<file path="src/rtl/dbg_load_run_ctrl_if.sv">
// Command and instruction-memory port bundle between the SPI slave, the
// debug load/run controller and the instruction memory.
interface dbg_load_run_ctrl_if #(
  parameter int NB_BITS   = 32,
  parameter int RAM_DEPTH = 10
);
  logic [NB_BITS-1:0]   i_cmd;
  logic                 i_cmd_valid;
  logic [RAM_DEPTH-1:0] o_addr;
  logic [NB_BITS-1:0]   o_data;
  logic                 o_wea;

  modport master (
    output i_cmd, i_cmd_valid,
    input  o_addr, o_data, o_wea
  );

  modport slave (
    input  i_cmd, i_cmd_valid,
    output o_addr, o_data, o_wea
  );
endinterface

</file>
<file path="src/rtl/dbg_load_run_ctrl.sv">
// Debug command sequencer: decodes SPI command words into instruction-memory
// writes, gates the core clock-enable for run/step and selects readback.
module dbg_load_run_ctrl #(
  parameter int NB_BITS   = 32,
  parameter int RAM_DEPTH = 10,
  parameter int NB_STEP   = 16
) (
  input  logic               i_clk,
  input  logic               i_rst_n,
  dbg_load_run_ctrl_if.slave bus,
  input  logic               i_halt,
  output logic               o_cpu_en,
  output logic               o_debug,
  output logic [1:0]         o_rd_sel,
  output logic               o_rd_valid,
  output logic               o_busy,
  output logic               o_err
);

  localparam int HALF = NB_BITS / 2;

  typedef enum logic [1:0] {
    ST_IDLE  = 2'd0,
    ST_WRITE = 2'd1,
    ST_RUN   = 2'd2,
    ST_STEP  = 2'd3
  } state_e;

  typedef enum logic [2:0] {
    OP_NOP      = 3'b000,
    OP_SET_ADDR = 3'b001,
    OP_DATA_LO  = 3'b010,
    OP_DATA_HI  = 3'b011,
    OP_RUN      = 3'b100,
    OP_STEP     = 3'b101,
    OP_STOP     = 3'b110,
    OP_READ     = 3'b111
  } opcode_e;

  state_e               state_q, state_d;
  logic [RAM_DEPTH-1:0] addr_q, addr_d;
  logic [NB_BITS-1:0]   data_q, data_d;
  logic [1:0]           rd_sel_q, rd_sel_d;
  logic                 rd_valid_q, rd_valid_d;
  logic                 err_q, err_d;
  logic [NB_STEP-1:0]   count_q, count_d;

  opcode_e opcode;
  logic    cmd_stop;
  logic    cmd_illegal_busy;
  logic    unused_cmd_bits;

  assign opcode          = opcode_e'(bus.i_cmd[NB_BITS-1 -: 3]);
  assign cmd_stop        = bus.i_cmd_valid && (opcode == OP_STOP);
  // While the core owns the memory only READ, STOP and NOP are meaningful.
  assign cmd_illegal_busy = bus.i_cmd_valid && (opcode != OP_NOP) &&
                            (opcode != OP_STOP) && (opcode != OP_READ);
  assign unused_cmd_bits = ^bus.i_cmd[NB_BITS-4:HALF];

  always_ff @(posedge i_clk or negedge i_rst_n) begin
    if (!i_rst_n) begin
      state_q    <= ST_IDLE;
      addr_q     <= '0;
      data_q     <= '0;
      rd_sel_q   <= 2'b00;
      rd_valid_q <= 1'b0;
      err_q      <= 1'b0;
      count_q    <= '0;
    end else begin
      state_q    <= state_d;
      addr_q     <= addr_d;
      data_q     <= data_d;
      rd_sel_q   <= rd_sel_d;
      rd_valid_q <= rd_valid_d;
      err_q      <= err_d;
      count_q    <= count_d;
    end
  end

  always_comb begin
    state_d    = state_q;
    addr_d     = addr_q;
    data_d     = data_q;
    rd_sel_d   = rd_sel_q;
    rd_valid_d = 1'b0;
    err_d      = err_q;
    count_d    = count_q;

    if (bus.i_cmd_valid && (opcode == OP_READ) && (state_q != ST_WRITE)) begin
      rd_sel_d   = (bus.i_cmd[1:0] == 2'b11) ? 2'b00 : bus.i_cmd[1:0];
      rd_valid_d = 1'b1;
    end

    case (state_q)
      ST_IDLE: begin
        if (bus.i_cmd_valid) begin
          case (opcode)
            OP_SET_ADDR: addr_d = bus.i_cmd[RAM_DEPTH-1:0];
            OP_DATA_LO:  data_d[HALF-1:0] = bus.i_cmd[HALF-1:0];
            OP_DATA_HI: begin
              data_d[NB_BITS-1:HALF] = bus.i_cmd[HALF-1:0];
              state_d                = ST_WRITE;
            end
            OP_RUN:      state_d = ST_RUN;
            OP_STEP: begin
              count_d = bus.i_cmd[NB_STEP-1:0];
              if (bus.i_cmd[NB_STEP-1:0] != '0) state_d = ST_STEP;
            end
            default: ;
          endcase
        end
      end
      ST_WRITE: begin
        // Memory captures addr/data this cycle; advance for the next burst word.
        addr_d  = addr_q + 1'b1;
        state_d = ST_IDLE;
        if (bus.i_cmd_valid) err_d = 1'b1;
      end
      ST_RUN: begin
        if (i_halt || cmd_stop) state_d = ST_IDLE;
        if (cmd_illegal_busy)   err_d   = 1'b1;
      end
      ST_STEP: begin
        count_d = count_q - 1'b1;
        if (i_halt || cmd_stop || (count_q == NB_STEP'(1))) state_d = ST_IDLE;
        if (cmd_illegal_busy) err_d = 1'b1;
      end
      default: state_d = ST_IDLE;
    endcase
  end

  // Outputs decode straight from state so an async reset drops them at once.
  assign bus.o_addr = addr_q;
  assign bus.o_data = data_q;
  assign bus.o_wea  = (state_q == ST_WRITE);
  assign o_cpu_en   = (state_q == ST_RUN) || (state_q == ST_STEP);
  assign o_busy     = o_cpu_en;
  assign o_debug    = !o_cpu_en;
  assign o_rd_sel   = rd_sel_q;
  assign o_rd_valid = rd_valid_q;
  assign o_err      = err_q;

endmodule

</file>
<file path="src/flat_wrapper.sv">
// flat-port wrapper written by rule: the top's interface ports become plain ports
module dbg_load_run_ctrl_flat 
#(
  parameter int NB_BITS   = 32,
  parameter int RAM_DEPTH = 10,
  parameter int NB_STEP   = 16
)
  (i_clk, i_rst_n, i_halt, o_cpu_en, o_debug, o_rd_sel, o_rd_valid, o_busy, o_err, bus_i_cmd, bus_i_cmd_valid, bus_o_addr, bus_o_data, bus_o_wea);
  dbg_load_run_ctrl_if #(.NB_BITS(NB_BITS), .RAM_DEPTH(RAM_DEPTH)) bus_i ();
  input  logic i_clk;
  input  logic i_rst_n;
  input  logic i_halt;
  output logic o_cpu_en;
  output logic o_debug;
  output logic [1:0] o_rd_sel;
  output logic o_rd_valid;
  output logic o_busy;
  output logic o_err;
  input wire logic [$bits(bus_i.i_cmd)-1:0] bus_i_cmd;
  input wire logic [$bits(bus_i.i_cmd_valid)-1:0] bus_i_cmd_valid;
  output wire logic [$bits(bus_i.o_addr)-1:0] bus_o_addr;
  output wire logic [$bits(bus_i.o_data)-1:0] bus_o_data;
  output wire logic [$bits(bus_i.o_wea)-1:0] bus_o_wea;
  assign bus_i.i_cmd = bus_i_cmd;
  assign bus_i.i_cmd_valid = bus_i_cmd_valid;
  assign bus_o_addr = bus_i.o_addr;
  assign bus_o_data = bus_i.o_data;
  assign bus_o_wea = bus_i.o_wea;
  dbg_load_run_ctrl #(.NB_BITS(NB_BITS), .RAM_DEPTH(RAM_DEPTH), .NB_STEP(NB_STEP)) u_core (.i_clk(i_clk), .i_rst_n(i_rst_n), .bus(bus_i), .i_halt(i_halt), .o_cpu_en(o_cpu_en), .o_debug(o_debug), .o_rd_sel(o_rd_sel), .o_rd_valid(o_rd_valid), .o_busy(o_busy), .o_err(o_err));
endmodule
</file>
<file path="config.mk">
export PLATFORM = sky130hd
export DESIGN_NAME = dbg_load_run_ctrl_flat
export DESIGN_NICKNAME = d
export VERILOG_FILES = /design/src/rtl/dbg_load_run_ctrl_if.sv /design/src/rtl/dbg_load_run_ctrl.sv /design/src/flat_wrapper.sv
export SDC_FILE = /design/constraint.sdc
export NUM_CORES = 1
export LEC_CHECK = 0
export BUFFER_PORTS_ARGS = -buffer_cell sky130_fd_sc_hd__clkbuf_2
export CAP_MARGIN = 20
export CORE_AREA = 2 2 73 89
export CTS_BUF_LIST = sky130_fd_sc_hd__clkbuf_4
export CTS_CLUSTER_SIZE = 14
export DETAILED_ROUTE_END_ITERATION = 8
export DIE_AREA = 0 0 75 91
export PLACE_DENSITY_LB_ADDON = 0.2
export SKIP_LAST_GASP = 1
export SLEW_MARGIN = 20
export SYNTH_ARGS = -nofsm -noshare
export SYNTH_HDL_FRONTEND = slang
export SYNTH_SLANG_ARGS = --single-unit
</file>
<file path="constraint.sdc">
create_clock -name i_clk -period 1.9 [get_ports i_clk]
set_input_delay 0.285 -clock i_clk [delete_from_list [all_inputs] [get_ports i_clk]]
set_output_delay 0.285 -clock i_clk [all_outputs]
set_load 0.005 [all_outputs]
</file>
==> results of run 1 <==
## Yosys cell counts, drive strengths merged (2+ instances only)
| cell type | n | area [um2] |
|---|---|---|
| mux2i | 2 | 20.0 |
| nand2 | 24 | 90.1 |
| o211ai | 8 | 60.1 |
| o21ai | 13 | 65.1 |
| nand2b | 2 | 12.5 |
| mux2 | 32 | 360 |
| a311oi | 4 | 35.0 |
| and4b | 2 | 20.0 |
| o221a | 3 | 33.8 |
| or4 | 3 | 26.3 |
| nor2 | 13 | 48.8 |
| nand4 | 3 | 18.8 |
| a21oi | 5 | 25.0 |
| a211oi | 6 | 45.0 |
| dfrtp | 64 | 1600 |
| inv | 8 | 30.0 |
| nor4b | 2 | 38.8 |
| buf | 9 | 50.0 |
| nand3b | 3 | 22.5 |
| and3 | 3 | 18.8 |
| nor3 | 13 | 81.3 |
| o311ai | 3 | 26.3 |
| nor4 | 10 | 62.6 |
| ha | 3 | 37.5 |
| nand3 | 16 | 80.1 |
| a21o | 2 | 15.0 |
| clkbuf | 3 | 11.3 |
## cells by family (layout without fill, tap and decap cells)
group	after synthesis	after routing	synth area share [%]
xor gates and xnor gates	1	1	0.282
adders and majority gates	3	3	1.21
DFF	64	64	51.6
muxes	34	34	12.2
and+or+nand+nor	105	105	19.9
AOI/OAI and AO/OA	51	51	11.7
buffers and inverters	21	118	3.06
## tightest hold or removal path: stages
cell and delay [ns]:
clkbuf_2 0.08, nor3_1 0.05, nand2_1 0.06, o21ai_0 0.07
## power groups by stage
stage	Combinational (mW)	Sequential [mW]	Clock [mW]
4_1_cts	1.13	2.08	1.13
2_1_floorplan	0.591	2.06	0
5_1_grt	1.24	2.14	1.19
3_5_place_dp	1.12	2.10	0
6_report	1.13	2.09	1.12
3_3_place_gp	1.09	2.08	0
## state kept, by name (all words and copies together) (netlist names)
| register | count |
|---|---|
| u_core.bus.o_addr | 10 |
| u_core.o_err | 1 |
| u_core.count_q | 16 |
| u_core.o_rd_valid | 1 |
| u_core.state_q | 2 |
| u_core.bus.o_data | 32 |
| u_core.o_rd_sel | 2 |
## per-stage QoR
step	hold WS [ns]	worst slack [ns]	TNS, ns
after global placement	0.330	-0.0702	-1.07
after CTS	0.154	0.0548	0
after floorplan	-0.0106	0.219	0
final	0.155	0.0733	0
after global routing	0.165	-0.00379	-0.00379
after detailed placement	0.331	-0.00397	-0.00397
## per-layer routing
metal  vias up  routed length [um]  part of all wire (%)  GRT usage [%]
li1       1234                   -                     -              -
met1      1307                3420                    42           34.3
met2        90                4100                    51           39.5
met3        12                 393                   4.9           3.66
met4         0                 158                   2.0           10.4
met5         -                   0                     0              0
## layout make-up
| class | count | area [um2] | area share (%) |
|---|---|---|---|
| Clock buffer | 9 | 67.6 | 1.74 |
| Clock inverter | 7 | 103 | 2.65 |
| Inverter | 9 | 35.0 | 0.904 |
| Multi-Input combinational cell | 194 | 1420 | 36.6 |
| Sequential cell | 64 | 1600 | 41.3 |
| Tap cell | 82 | 103 | 2.65 |
| Timing Repair Buffer | 93 | 546 | 14.1 |
## what timing repair did
| action | 4_1_cts | 5_1_grt |
|---|---|---|
| setup buffers | 0 | 2 |
| setup endpoints to repair | 1 | 27 |
| gates resized for setup | 1 | 3 |
| endpoints found under the hold margin | 64 | 0 |
| hold buffers | 1 | 0 |
## path summary, 6_finish.rpt
kind | end | slack [ns] | depth (start not counted)
max | bus_o_wea | 0.07 | 4
min | u_core.state_q[1] | 0.16 | 4
max reg2reg | u_core.count_q[11] | 0.11 | 5
min reg2reg | u_core.o_err | 0.50 | 1
max in group asynchronous | u_core.bus.o_data[6] | 1.22 | 3
min in group asynchronous | u_core.state_q[1] | 0.41 | 3
==> flow_summary.json, run 1 <==
{
  "outcome": "finished, final reports clean",
  "power.total_mw": 4.33,
  "combPwrFrac_pct": 26.1,
  "drive_gt1_share_pct": 41.8,
  "clkPwrFrac_pct": 25.7,
  "power.switching_mw": 1.44,
  "hp-start": "i_halt",
  "final_max_slew_viol_count": 0,
  "setup_violations": 0,
  "place.gp.congestion": 0.848,
  "diodes": 0,
  "via_per_inst": 5.77,
  "start_kind": "flip-flop",
  "chipWidth_um": 75,
  "io_buffers": 72,
  "firstDrtPassIters": 7,
  "synthCells": 279,
  "timing.rr.start": "u_core.state_q[0]",
  "antenna_found_initial": 0,
  "yosys_warnings": 0,
  "place_hpwl_um": 5680,
  "dp_cells": 439,
  "grt.total_usage_pct": 25.1,
  "numClockSinks": 64,
  "drtIter0Drc": 212,
  "htree_levels": 3,
  "p_leak_nw": 1.76,
  "p_int_mw": 2.90,
  "core_area_um2": 5930,
  "start_util_pct": 52.3,
  "ys_ff_latch": 64,
  "fin_crit_ns": 1.83,
  "grt_remaining_overflow": 0,
  "cpMaxStageDelayCell": "dfrtp_1",
  "cts.reportedPaths.clkPinSlew_ns": 0.12,
  "route.detailed.drc": 0,
  "synth-edff-count": 0,
  "vdd_drop_max_mv": 0.695,
  "p_per_area_nw_per_um2": 1120,
  "cts-buffers-inserted": 9,
  "synth-main-ff-cell": "dfrtp_1",
  "crit_path_cell_trace": "buf_4 > nand2b_1 > clkinv_2 > clkbuf_2",
  "place_area_um2": 3670,
  "layout.cells.non_filler": 458,
  "crit_arrival_ns": 1.54,
  "avgSynthCellArea_um2": 11.1,
  "synth.yosys.seq_area_share_pct": 51.6,
  "critPathTopFamily": "buffers and inverters",
  "ios": 86,
  "area_growth_syn_to_layout_pct": 24.7,
  "hold_path_class": "in2reg",
  "routed_wl_um": 8070,
  "netlist_area_um2": 3110,
  "netSwitchingFraction_pct": 33.2,
  "final_util_pct": 65.3,
  "ant_nets": 0,
  "crit_type": "reg2out",
  "worstSkewPairLatency_ns": 0.43,
  "hold_violations": 0,
  "syn-num-nets": 318,
  "cts_root_buf": "clkbuf_4",
  "num_rows": 31,
  "slowest_delay_ns": 0.40,
  "synthArstFlopShare_pct": 100,
  "worstSetupEndpointType": "primary output",
  "max_slew_margin_pct": 66.5,
  "cp_max_fo": 16,
  "final_cell_mix": "clkbuf_2, dfrtp_1, mux2_2",
  "vias": 2643,
  "grt_pass1_wl_um": 12900,
  "die_area_um2": 6830,
  "path_buf_inv": 3,
  "max_freq_mhz": 547,
  "die_y_um": 91,
  "wl_per_cell_um": 17.6,
  "layout_commonest_cell": "clkbuf_2",
  "clock_path_buffers": 2,
  "fin_area_um2": 3870,
  "synthDistinctLibCells": 52,
  "p_seq_share_pct": 48.2,
  "period_share_pct": 96.1,
  "skew_ns": 0.0161,
  "cap_violations": 0,
  "cp.required_ns": 1.62,
  "tightest_slew_ns": 0.498,
  "startpoint": "u_core.state_q[1]",
  "grt_pass1_vias": 2541,
  "cts_tree": "done",
  "layout.nets": 410,
  "grt_start_max_net_pins": 65,
  "fillers": 490
}
Power figures use the tool's default switching activity.
==> run 2, diff against run 1 <==
--- a/config.mk
+++ b/config.mk
@@ -7,12 +7,14 @@
 export LEC_CHECK = 0
 export BUFFER_PORTS_ARGS = -buffer_cell sky130_fd_sc_hd__clkbuf_2
 export CAP_MARGIN = 20
-export CORE_AREA = 2 2 73 89
+export CELL_PAD_IN_SITES_DETAIL_PLACEMENT = 0
+export CELL_PAD_IN_SITES_GLOBAL_PLACEMENT = 2
+export CORE_AREA = 2 2 91 110
 export CTS_BUF_LIST = sky130_fd_sc_hd__clkbuf_4
 export CTS_CLUSTER_SIZE = 14
 export DETAILED_ROUTE_END_ITERATION = 8
-export DIE_AREA = 0 0 75 91
-export PLACE_DENSITY_LB_ADDON = 0.2
+export DIE_AREA = 0 0 93 112
+export PLACE_DENSITY = 0.79
 export SKIP_LAST_GASP = 1
 export SLEW_MARGIN = 20
 export SYNTH_ARGS = -nofsm -noshare
==> flow_summary.json, run 2 (synthesized netlist as in run 1, its figures left out) <==
{
  "start_util_pct": 33.1,
  "skew_ns": 0.0181,
  "route.detailed.drc": 0,
  "numClockSinks": 64,
  "layout.cells.non_filler": 505,
  "cts-buffers-inserted": 9,
  "worstSkewPairLatency_ns": 0.44,
  "firstDrtPassIters": 4,
  "grt_pass1_wl_um": 13600,
  "final_cell_mix": "clkbuf_2, dfrtp_1, mux2_2",
  "chipWidth_um": 93,
  "cts_root_buf": "clkbuf_4",
  "antenna_found_initial": 0,
  "core_area_um2": 9370,
  "hold_path_class": "in2reg",
  "max_slew_margin_pct": 67.5,
  "fin_crit_ns": 1.82,
  "hold_violations": 0,
  "worstSetupEndpointType": "primary output",
  "ios": 86,
  "dp_cells": 487,
  "grt_remaining_overflow": 0,
  "layout.nets": 416,
  "cp.required_ns": 1.62,
  "grt.total_usage_pct": 17.3,
  "die_y_um": 112,
  "drtIter0Drc": 112,
  "p_per_area_nw_per_um2": 1090,
  "cp_max_fo": 8,
  "tightest_slew_ns": 0.482,
  "cts.reportedPaths.clkPinSlew_ns": 0.11,
  "final_util_pct": 42.5,
  "via_per_inst": 5.14,
  "drive_gt1_share_pct": 42.1,
  "grt_start_max_net_pins": 65,
  "setup_violations": 0,
  "ant_nets": 0,
  "vdd_drop_max_mv": 0.657,
  "cap_violations": 0,
  "rsz0062_at_grt": "true",
  "place.gp.congestion": 0.782,
  "crit_arrival_ns": 1.53,
  "routed_wl_um": 8490,
  "cts_tree": "done",
  "final_max_slew_viol_count": 0,
  "p_leak_nw": 1.79,
  "outcome": "finished, final reports clean",
  "grt_pass1_vias": 2586,
  "wl_per_cell_um": 16.8,
  "crit_type": "reg2out",
  "area_growth_syn_to_layout_pct": 28.1,
  "num_rows": 39,
  "whs_ns": 0.146,
  "htree_levels": 3,
  "start_kind": "flip-flop",
  "max_freq_mhz": 550,
  "period_share_pct": 95.7,
  "diodes": 0,
  "largest_reg_flops": 32,
  "vias": 2596,
  "clock_path_buffers": 2,
  "place_hpwl_um": 6360,
  "layout_commonest_cell": "clkbuf_2",
  "io_buffers": 72,
  "die_area_um2": 10400
}
==> run 2: cell types whose count changed in the layout (fill, tap and decap cells not counted), sizes merged <==
cell / previous run / this run
inv: 11 / 8
buf: 20 / 26
clkinv: 2 / 3
clkbuf: 81 / 83
==> run 2: layout make-up <==
| type | instances | area, um2 |
|---|---|---|
| Clock buffer | 11 | 82.6 |
| Clock inverter | 5 | 81.3 |
| Fill cell | 984 | 5390 |
| Inverter | 9 | 33.8 |
| Multi-Input combinational cell | 194 | 1420 |
| Sequential cell | 64 | 1600 |
| Tap cell | 123 | 154 |
| Timing Repair Buffer | 99 | 603 |
==> run 2: repair_timing <==
item                       CTS  global route
pin swaps                    0             0
buffers inserted             1             0
hold endpoints to repair    64             0
hold buffers                 1             0
resized for setup            2             1
setup endpoints to repair    1            12
==> run 2: final timing paths <==
check,from,endpoint,slack [ns],cells after the start
setup / recovery,u_core.state_q[0],bus_o_wea,0.08,5
hold / removal,bus_i_cmd[2],u_core.count_q[2],0.15,3
setup reg to reg,u_core.count_q[5],u_core.count_q[13],0.12,4
hold reg to reg,u_core.o_err,u_core.o_err,0.48,1
max in group asynchronous,i_rst_n,u_core.bus.o_addr[9],1.22,3
min in group asynchronous,i_rst_n,u_core.bus.o_data[23],0.38,3
==> run 2: critical path: stages, from the launching register on <==
cell	delay (ns)
dfrtp_1	0.44
buf_4	0.17
nand2b_4	0.11
clkinv_1	0.10
buf_4	0.18
clkbuf_2	0.12
==> run 2: stage by stage <==
step / total power, mW / instance area [um2] / TNS, ns / setup slack [ns]
6_report: 4.32 / 3980 / 0 / 0.0822
3_5_place_dp: 3.27 / 3780 / 0 / 0.00830
3_3_place_gp: 3.23 / 3780 / 0 / 0.0494
4_1_cts: 4.37 / 3970 / 0 / 0.0622
2_1_floorplan: 2.66 / 3110 / 0 / 0.219
5_1_grt: 4.59 / 3980 / -0.00251 / -0.00251
==> run 2: metal layers <==
layer / vias to the layer above / routed length, um / track usage (%) / share of wire, %
met2: 60 / 4440 / 29.6 / 52
met3: 18 / 314 / 2.98 / 3.7
li1: 1246 / - / - / -
met4: 0 / 208 / 8.33 / 2.5
met5: - / 0 / 0 / 0
met1: 1272 / 3520 / 21.0 / 42
==> run 2: report_power, final <==
| group | internal [mW] | leakage [nW] | switching [mW] | total (mW) |
|---|---|---|---|---|
| Sequential | 1.75 | 0.760 | 0.348 | 2.09 |
| Combinational | 0.619 | 0.945 | 0.520 | 1.14 |
| Clock | 0.563 | 0.0871 | 0.521 | 1.08 |
